[src/rtl/fp_dp_fix_result_buffer.sv]
// fp_dp_fix_result_buffer
// Collects results from the fixed-latency double-precision FP-to-fixed
// converter. A valid/tag shift register follows each issued op through the
// converter, the result is captured into a small FIFO when it emerges, and
// the FIFO head is offered to writeback with valid/ready. Issue credit
// (in-flight ops plus buffered results) never exceeds DEPTH, so the FIFO
// cannot overflow.
// Optional feature: define FP_DP_FIX_SAT_FLAG_EN to add a per-result
// saturation flag (out_sat) that travels with the FIFO head.
module fp_dp_fix_result_buffer #(
    parameter int DATA_WIDTH = 64,
    parameter int TAG_WIDTH  = 6,
    parameter int LATENCY    = 4,
    parameter int DEPTH      = 4
) (
    input  logic                         clk,
    input  logic                         rst,
    input  logic                         issue_valid,
    input  logic [TAG_WIDTH-1:0]         issue_tag,
    output logic                         issue_ready,
    input  logic                         flush,
    input  logic [DATA_WIDTH-1:0]        conv_res,
    output logic                         out_valid,
    output logic [DATA_WIDTH-1:0]        out_data,
    output logic [TAG_WIDTH-1:0]         out_tag,
`ifdef FP_DP_FIX_SAT_FLAG_EN
    output logic                         out_sat,
`endif
    input  logic                         out_ready,
    output logic [$clog2(DEPTH+1)-1:0]   inflight_cnt
);

    localparam int CNT_W = $clog2(DEPTH + 1);
    localparam int PTR_W = $clog2(DEPTH);

    // Tracking pipe: one {valid, tag} per converter stage
    logic [LATENCY-1:0]   pipe_valid_q, pipe_valid_d;
    logic [TAG_WIDTH-1:0] pipe_tag_q [LATENCY];
    logic [TAG_WIDTH-1:0] pipe_tag_d [LATENCY];

    // Occupancy counters and FIFO pointers
    logic [CNT_W-1:0] inflight_q, inflight_d;
    logic [CNT_W-1:0] count_q, count_d;
    logic [PTR_W-1:0] wr_ptr_q, wr_ptr_d;
    logic [PTR_W-1:0] rd_ptr_q, rd_ptr_d;
    logic [PTR_W-1:0] rd_ptr_inc;

    // FIFO storage and registered head copy (keeps outputs stable and resettable)
    logic [DATA_WIDTH-1:0] mem_data_q [DEPTH];
    logic [TAG_WIDTH-1:0]  mem_tag_q  [DEPTH];
    logic [DATA_WIDTH-1:0] head_data_q, head_data_d;
    logic [TAG_WIDTH-1:0]  head_tag_q, head_tag_d;

`ifdef FP_DP_FIX_SAT_FLAG_EN
    localparam logic [DATA_WIDTH-1:0] SAT_POS = {1'b0, {(DATA_WIDTH-1){1'b1}}};
    localparam logic [DATA_WIDTH-1:0] SAT_NEG = {1'b1, {(DATA_WIDTH-1){1'b0}}};
    logic mem_sat_q [DEPTH];
    logic head_sat_q, head_sat_d;
    logic push_sat;
`endif

    logic [CNT_W:0] credit_used;
    logic           accept;
    logic           capture;
    logic           push;
    logic           pop;

    // Handshake and credit decode from registered state only
    always_comb begin
        credit_used = {1'b0, inflight_q} + {1'b0, count_q};
        issue_ready = credit_used < (CNT_W+1)'(DEPTH);
        out_valid   = count_q != '0;
        accept      = issue_valid & issue_ready & ~flush;
        capture     = pipe_valid_q[LATENCY-1];
        push        = capture & ~flush;
        pop         = out_valid & out_ready & ~flush;
        rd_ptr_inc  = rd_ptr_q + PTR_W'(1);
    end

`ifdef FP_DP_FIX_SAT_FLAG_EN
    // Saturation is recognised by the two extreme fixed-point codes
    always_comb begin
        push_sat = (conv_res == SAT_POS) | (conv_res == SAT_NEG);
    end
`endif

    // Tracking pipe shifts every cycle since the converter cannot stall
    always_comb begin
        pipe_valid_d    = '0;
        pipe_tag_d[0]   = issue_tag;
        pipe_valid_d[0] = accept;
        for (int i = 1; i < LATENCY; i++) begin
            pipe_valid_d[i] = pipe_valid_q[i-1];
            pipe_tag_d[i]   = pipe_tag_q[i-1];
        end
        if (flush) begin
            pipe_valid_d = '0;
        end
    end

    // Counters and pointers; flush empties everything in one edge
    always_comb begin
        inflight_d = inflight_q + CNT_W'(accept) - CNT_W'(capture);
        count_d    = count_q + CNT_W'(push) - CNT_W'(pop);
        wr_ptr_d   = push ? wr_ptr_q + PTR_W'(1) : wr_ptr_q;
        rd_ptr_d   = pop ? rd_ptr_inc : rd_ptr_q;
        if (flush) begin
            inflight_d = '0;
            count_d    = '0;
            wr_ptr_d   = '0;
            rd_ptr_d   = '0;
        end
    end

    // Next head entry: follows the pop or the push into an empty/draining FIFO
    always_comb begin
        head_data_d = head_data_q;
        head_tag_d  = head_tag_q;
`ifdef FP_DP_FIX_SAT_FLAG_EN
        head_sat_d  = head_sat_q;
`endif
        if (!flush) begin
            if (count_q == '0 && push) begin
                head_data_d = conv_res;
                head_tag_d  = pipe_tag_q[LATENCY-1];
`ifdef FP_DP_FIX_SAT_FLAG_EN
                head_sat_d  = push_sat;
`endif
            end else if (pop && count_q >= CNT_W'(2)) begin
                head_data_d = mem_data_q[rd_ptr_inc];
                head_tag_d  = mem_tag_q[rd_ptr_inc];
`ifdef FP_DP_FIX_SAT_FLAG_EN
                head_sat_d  = mem_sat_q[rd_ptr_inc];
`endif
            end else if (pop && push) begin
                head_data_d = conv_res;
                head_tag_d  = pipe_tag_q[LATENCY-1];
`ifdef FP_DP_FIX_SAT_FLAG_EN
                head_sat_d  = push_sat;
`endif
            end
        end
    end

    // State registers with asynchronous active-low reset
    always_ff @(posedge clk or negedge rst) begin
        if (!rst) begin
            pipe_valid_q <= '0;
            for (int i = 0; i < LATENCY; i++) begin
                pipe_tag_q[i] <= '0;
            end
            inflight_q  <= '0;
            count_q     <= '0;
            wr_ptr_q    <= '0;
            rd_ptr_q    <= '0;
            head_data_q <= '0;
            head_tag_q  <= '0;
`ifdef FP_DP_FIX_SAT_FLAG_EN
            head_sat_q  <= 1'b0;
`endif
        end else begin
            pipe_valid_q <= pipe_valid_d;
            for (int i = 0; i < LATENCY; i++) begin
                pipe_tag_q[i] <= pipe_tag_d[i];
            end
            inflight_q  <= inflight_d;
            count_q     <= count_d;
            wr_ptr_q    <= wr_ptr_d;
            rd_ptr_q    <= rd_ptr_d;
            head_data_q <= head_data_d;
            head_tag_q  <= head_tag_d;
`ifdef FP_DP_FIX_SAT_FLAG_EN
            head_sat_q  <= head_sat_d;
`endif
        end
    end

    // FIFO storage is plain RAM; validity comes from count and pointers
    always_ff @(posedge clk) begin
        if (push) begin
            mem_data_q[wr_ptr_q] <= conv_res;
            mem_tag_q[wr_ptr_q]  <= pipe_tag_q[LATENCY-1];
`ifdef FP_DP_FIX_SAT_FLAG_EN
            mem_sat_q[wr_ptr_q]  <= push_sat;
`endif
        end
    end

    assign out_data     = head_data_q;
    assign out_tag      = head_tag_q;
    assign inflight_cnt = inflight_q;
`ifdef FP_DP_FIX_SAT_FLAG_EN
    assign out_sat      = head_sat_q;
`endif

    // The credit rule makes a push into a full FIFO impossible
    overflow_check: assert property (@(posedge clk) disable iff (!rst)
        !(push && !pop && count_q == CNT_W'(DEPTH)));

endmodule

[config.mk]
export PLATFORM = sky130hd
export DESIGN_NAME = fp_dp_fix_result_buffer
export DESIGN_NICKNAME = d
export VERILOG_FILES = /design/src/rtl/fp_dp_fix_result_buffer.sv
export SDC_FILE = /design/constraint.sdc
export NUM_CORES = 1
export LEC_CHECK = 0
export CELL_PAD_IN_SITES_DETAIL_PLACEMENT = 1
export CELL_PAD_IN_SITES_GLOBAL_PLACEMENT = 1
export CORE_MARGIN = 2
export CORE_UTILIZATION = 45
export DETAILED_ROUTE_END_ITERATION = 10
export PLACE_DENSITY = 0.75
export SYNTH_ARGS = -nofsm -noshare
export SYNTH_HDL_FRONTEND = slang
export SYNTH_SLANG_ARGS = --single-unit
[constraint.sdc]
create_clock -name clk -period 3 [get_ports clk]
set_clock_uncertainty 0.15 [all_clocks]
set_input_delay 0.6 -clock clk [delete_from_list [all_inputs] [get_ports clk]]
set_output_delay 0.6 -clock clk [all_outputs]
set_load 0.02 [all_outputs]
==> results.md, run 1 <==
- DRC Markers: 0
- Num ports: 150
- CTS sink cnt: 388
- Largest family of logic cells by synthesized area: multiplexers
- Actual slew at the worst max-slew pin: 0.7694 ns
- Synth Instances: 956
- # setup viols final: 0
- Post-synthesis sequential area ratio: 65.65%
- Setup TNS: 0 ns
- Most common cell in the netlist: edfxtp_1
- Nets: 1,195
- Slew Viols, Final: 0
- Routed Antenna Nets: 0
- Finished Layout Cells: 1,615
- Core area: 37,310 um2
- Cell taking the most area after synthesis: edfxtp_1
- DR vias: 9,652
- Relative slew slack: 48.71%
- #FFs+latches synth: 388
- # placed instances: 1,535
- Final hold vios: 0
- CTS tree: done
- Synthesis warning total: 0
- Drt first-iter violations: 709
- Mux share of post-synthesis cell area: 10.59%
- Synth Area in Compound Gates: 10.53%
- Clock Tree Buf Depth: 3
- Leak: 6.792 nW
- DR vias/cell: 5.976
- WL final: 42,500 um
- Gr usage total: 22.35%
- I/O Buffers: 149
- Die Footprint: 39,180 um2
- Clock Tree Root: clkbuf_16
- Adder-Cell Fraction of Synth Area: 1.124%
- Mapped Nets: 1,045
- Die H: 197.9 um
- Critical Path RT: 2.25 ns
- Crit path DAT: 2.07 ns
- Initial Util: 45.36%
- Share of the synthesized area in the top cell type: 49.68%
- RSZ-0062 raised after global routing: false
- Hold depth: 2
- Initial antenna violation count: 0
- DR WL/cell: 26.31 um
- Cells on worst reg2reg path: 10
- Pin count of the biggest net entering global routing: 73
- Syn Area/Cell: 17.70 um2
- Synth Area in XOR/XNOR: 0.3105%
- Final cycle utilization of the critical path: 94.08%
- Synth cell count leaders: 280 x edfxtp_1, 108 x dfrtp_1, 71 x nor3_1
- CTS Buf Count: 42
- Row count: 71
- Setup crit end kind: output port
- First-pass GRT wire length: 65,360 um
- Outcome: finished clean
- Number of global-route vias before repair: 10,650
- CP peak stage delay: 0.56 ns
- Synth async-reset ratio: 27.84%
- Critical path startpoint category: flop
- Max Fclk: 0.3543 GHz
- Peak VDD IR: 0.6741 mV
- Worst-path clk slew: 0.06 ns
- Worst Path Max Fanout: 6
- Finished Cell Area: 20,170 um2
- Grt ovf: 0
- Predominant post-synthesis flop cell: edfxtp_1
- Area Overhead vs Synth: 19.19%
- Dpl cell area: 18,670 um2
- Synth unique cells: 38
- CTS H-tree depth: 2
- CP Class: flop to output port
- Post-synthesis simple-gate area fraction: 6.573%
- CP Cell Sequence: buf_4, or3_4, clkdlybuf4s50_1
- P per Cell Area: 796.7 nW/um2
- Length of the first detailed-routing pass in iterations: 5
- Fraction of layout cells with a size suffix above 1: 22.37%
- Max Cap Viol: 0
- Synthesized area: 16,920 um2
- Synth top area cells: edfxtp_1 50%, dfrtp_1 16%, mux4_1 8.5%, a31oi_2 5.2%, o211ai_1 3.1%
- Clock latency on the worst-skew pair: 0.54 ns
- EDFF count, synth: 280
- Post-route minimum period: 2.822 ns
- Die X-Extent: 197.9 um
- Max stage delay cell, worst path: clkdlybuf4s50_1
- Hold crit path type: input port to flop
- Power, Total: 16.07 mW
- HPWL after DPL: 24,280 um
- Gpl congestion: 0.7133
path summary, 6_finish.rpt:
| check | from | end | slack (ns) |
|---|---|---|---|
| worst max register to register | count_q[2]$_DFF_PN0_ | inflight_cnt[2]$_DFF_PN0_ | 0.35 |
| worst min-delay path | flush | count_q[1]$_DFF_PN0_ | 0.14 |
| worst max-delay path | count_q[1]$_DFF_PN0_ | out_valid | 0.18 |
| max in group asynchronous | rst | out_data[7]$_DFFE_PN0P_ | 1.56 |
| min in group asynchronous | rst | pipe_tag_d[14]$_DFF_PN0_ | 0.42 |
| worst min register to register | pipe_tag_d[9]$_DFF_PN0_ | pipe_tag_d[3]$_DFF_PN0_ | 0.20 |
critical path: cells and delay by family (launching register included):
family	cells	cell delay, ns
buffers and inverters	2	0.74
AND/OR/NAND/NOR	1	0.41
flip-flops	1	0.39
registers in the layout (all words and copies together), names as in the netlist:
name	count
rd_ptr_q	2
mem_tag_q	24
pipe_tag_q	6
pipe_tag_d	18
count_q	3
mem_data_q	256
inflight_cnt	3
wr_ptr_q	2
pipe_valid_q	4
out_data	64
out_tag	6
power breakdown:
group,total [mW],internal [mW],switching [mW],leakage [nW]
Combinational,3.81,1.82,1.99,2.19
Sequential,6.75,6.27,0.489,3.88
Clock,5.50,3.39,2.11,0.724
routing by layer:
| layer | vias up | wire length (um) | track usage (%) |
|---|---|---|---|
| li1 | 4131 | - | - |
| met1 | 5157 | 17690 | 28.81 |
| met2 | 298 | 21980 | 39.19 |
| met3 | 66 | 2081 | 3.781 |
| met4 | 0 | 752 | 6.071 |
| met5 | - | 0 | 0 |
cell usage in the layout, fill, tap and decap left out, types with 2 or more instances in the layout:
master,count
edfxtp_1,280
clkdlybuf4s50_1,146
dfrtp_1,105
nor3_1,71
o211ai_1,70
o21ai_0,70
a31oi_2,70
mux4_1,55
clkbuf_16,45
and2b_4,36
buf_4,32
nor2b_1,30
mux4_2,15
ha_1,11
clkbuf_1,11
buf_12,11
inv_1,10
nor2_1,9
clkbuf_8,9
and2b_2,8
bufinv_16,5
clkinv_2,5
and2_4,4
xnor2_1,3
xor2_1,3
nand2b_4,2
or2_4,2
fa_1,2
clkinvlp_4,2
dfrtp_4,2
final cells by class:
type | count | area (um2)
Fill cell | 3406 | 17140
Sequential cell | 388 | 11120
Multi-Input combinational cell | 471 | 4977
Timing Repair Buffer | 192 | 1952
Clock buffer | 65 | 1291
Tap cell | 474 | 593.1
Clock inverter | 13 | 193.9
Inverter | 11 | 41.29
Antenna cell | 1 | 2.502
through the flow:
| step | worst slack, ns | hold slack [ns] | utilization, % |
|---|---|---|---|
| 2_1_floorplan | 0.3809 | 0.1544 | - |
| 3_3_place_gp | 0.2531 | 0.1840 | 50.05 |
| 3_5_place_dp | 0.1964 | 0.1858 | 50.05 |
| 4_1_cts | 0.1424 | 0.1220 | 54.05 |
| 5_1_grt | 0.1103 | 0.1275 | 54.05 |
| 6_report | 0.1776 | 0.1431 | 54.06 |
timing repair:
item,CTS,global route
endpoints found under the setup margin,1,0
setup buffers,0,0
resized for setup,2,0
hold endpoints to repair,42,0
hold buffers,1,0
kinds of logic (layout without fill, tap and decap cells):
logic type	after synthesis	after routing
flops	388	388
compound gates	212	212
simple gates	168	168
buf+inv	97	281
mux	71	71
fa+ha+maj	14	14
xor+xnor	6	6
other cells	0	1
Power figures use the tool's default switching activity.
==> run 2: changes to the inputs <==
--- a/config.mk
+++ b/config.mk
@@ -8,9 +8,10 @@
 export CELL_PAD_IN_SITES_DETAIL_PLACEMENT = 1
 export CELL_PAD_IN_SITES_GLOBAL_PLACEMENT = 1
 export CORE_MARGIN = 2
-export CORE_UTILIZATION = 45
+export CORE_UTILIZATION = 50
 export DETAILED_ROUTE_END_ITERATION = 10
-export PLACE_DENSITY = 0.75
+export PLACE_DENSITY = 0.79
+export SLEW_MARGIN = 30
 export SYNTH_ARGS = -nofsm -noshare
 export SYNTH_HDL_FRONTEND = slang
 export SYNTH_SLANG_ARGS = --single-unit
==> constraint.sdc (replaced) <==
create_clock -name clk -period 2.85 [get_ports clk]
set_clock_uncertainty 0.15 [all_clocks]
set_input_delay 0.57 -clock clk [delete_from_list [all_inputs] [get_ports clk]]
set_output_delay 0.57 -clock clk [all_outputs]
set_load 0.02 [all_outputs]
==> results.md, run 2 (same netlist as run 1, synthesis figures left out) <==
- Outcome: finished clean
- CP Class: flop to output port
- Worst Path Max Fanout: 4 (-2)
- P per Cell Area: 823.7 nW/um2 (+3.4%)
- Num ports: 150 (unchanged)
- Grt ovf: 0 (unchanged)
- CTS H-tree depth: 2 (unchanged)
- CTS tree: done
- Number of inserted diodes: 0 (-1)
- Fraction of layout cells with a size suffix above 1: 21.85% (-0.52 points)
- Nets: 1,190 (-0.42%)
- Drt first-iter violations: 770 (+8.6%)
- Final cycle utilization of the critical path: 93.36%
- Pin count of the biggest net entering global routing: 71 (-2.7%)
- Final hold vios: 0 (unchanged)
- Most frequent cells in the layout: 280 x edfxtp_1, 145 x clkdlybuf4s50_1, 106 x dfrtp_1
- Area Overhead vs Synth: 18.46%
- CTS sink cnt: 388 (unchanged)
- Clock Tree Root: clkbuf_16
- Crit path DAT: 1.94 ns (-0.13 ns)
- Setup Buffers After CTS: 0 (unchanged)
- Die H: 188.0 um (-5.0%)
- Core area: 33,450 um2 (-10%)
- Die X-Extent: 188.0 um (-5.0%)
- Setup crit end kind: output port
- Peak VDD IR: 0.5329 mV (-21%)
- DR vias: 9,693 (+0.42%)
- Gpl congestion: 0.7350 (+3.0%)
- RSZ-0062 raised after global routing: false
- Setup TNS: 0 ns (unchanged)
- Row count: 67 (-5.6%)
- Length of the first detailed-routing pass in iterations: 5 (unchanged)
- Post-route minimum period: 2.661 ns
- Gr usage total: 24.49% (+2.1 points)
- Initial Util: 50.60% (+5.2 points)
- DR vias/cell: 6.123 (+2.5%)
- First-pass GRT wire length: 65,500 um (+0.22%)
- HPWL after DPL: 23,750 um (-2.2%)
- Biggest register: mem_data_q
- I/O Buffers: 149 (unchanged)
- DRC Markers: 0 (unchanged)
- Critical path startpoint category: flop
- Slew Viols, Final: 0 (unchanged)
- Actual slew at the worst max-slew pin: 1.036 ns (+0.2664 ns)
- Relative slew slack: 30.95% (-18 points)
- Leak: 6.754 nW (-0.55%)
- Initial antenna violation count: 1 (+1)
- DR WL/cell: 26.77 um (+1.7%)
- CTS Buf Count: 42 (unchanged)
- Clock latency on the worst-skew pair: 0.55 ns (about the same)
- Worst-path clk slew: 0.06 ns (about the same)
- Hold crit path type: input port to flop
- WL final: 42,380 um (-0.28%)
- Max Fclk: 0.3758 GHz
- Die Footprint: 35,330 um2 (-9.8%)
- Commonest non-fill, non-tap cell in the layout: edfxtp_1
- # setup viols final: 0 (unchanged)
- Largest register FFs: 256 (unchanged)
- Critical Path RT: 2.13 ns (-0.12 ns)
- Routed Antenna Nets: 0 (unchanged)
- Clock Tree Buf Depth: 3 (unchanged)
- Max Cap Viol: 0 (unchanged)
- Number of global-route vias before repair: 10,710 (+0.60%)
- Hold WS: 0.1862 ns (+0.04311 ns)
## run 2: what timing repair did
action | 4_1_cts | 5_1_grt
endpoints found under the hold margin | 97 | 0
endpoints found under the setup margin | 1 | 1
hold buffers | 1 | 0
resized for setup | 1 | 1
## run 2: path summary, 6_finish.rpt
| kind | endpoint | slack, ns | cells past startpoint | from |
|---|---|---|---|---|
| setup / recovery | issue_ready | 0.19 | 5 | inflight_cnt[1]$_DFF_PN0_ |
| hold / removal | inflight_cnt[2]$_DFF_PN0_ | 0.19 | 2 | flush |
| setup reg to reg | inflight_cnt[2]$_DFF_PN0_ | 0.35 | 10 | inflight_cnt[1]$_DFF_PN0_ |
| hold reg to reg | pipe_tag_q[3]$_DFF_PN0_ | 0.19 | 0 | pipe_tag_d[3]$_DFF_PN0_ |
| max in group asynchronous | out_data[54]$_DFFE_PN0P_ | 1.68 | 3 | rst |
| min in group asynchronous | out_data[15]$_DFFE_PN0P_ | 0.25 | 2 | rst |
## run 2: stage by stage
stage               instance area, um2  utilization, %  setup slack [ns]  instances  power (mW)
floorplan                        16930               -            0.2609        956       9.481
global placement                 18680           55.84            0.1316       1504       11.08
detailed placement               18680           55.84           0.04452       1504       11.21
CTS                              20050           59.93          0.005066       1583       16.63
global route                     20050           59.94           0.04110       1583       17.08
finish                           20050           59.94            0.1891       1583       16.51
## run 2: power by group
part | leakage (nW) | switching (mW) | total (mW) | internal (mW)
logic | 2.20 | 2.12 | 4.01 | 1.89
clock network | 0.676 | 2.25 | 5.39 | 3.14
registers | 3.88 | 0.514 | 7.11 | 6.59
## run 2: layout make-up
type                       instances  area (um2)
clock inverter                    20       198.9
tap                              448       560.5
fill                            2927       13400
clock buffer                      58        1161
timing repair buffer             187        2001
sequential                       388       11120
inverter                          11       41.29
multi-input combinational        471        4967
## run 2: per-layer routing
layer / up-vias / wire (um) / GRT usage [%]
met5: - / 12 / 0
met4: 2 / 793 / 6.753
met3: 61 / 2436 / 3.444
met2: 368 / 21860 / 42.91
met1: 5144 / 17270 / 32.18
li1: 4118 / - / -
## run 2: critical path, cell delays in order, from the launching register on
cell and delay (ns):
dfrtp_1 0.44, ha_1 0.22, nor3_1 0.26, nand2_1 0.09
inv_1 0.06, dlygate4sd2_1 0.32
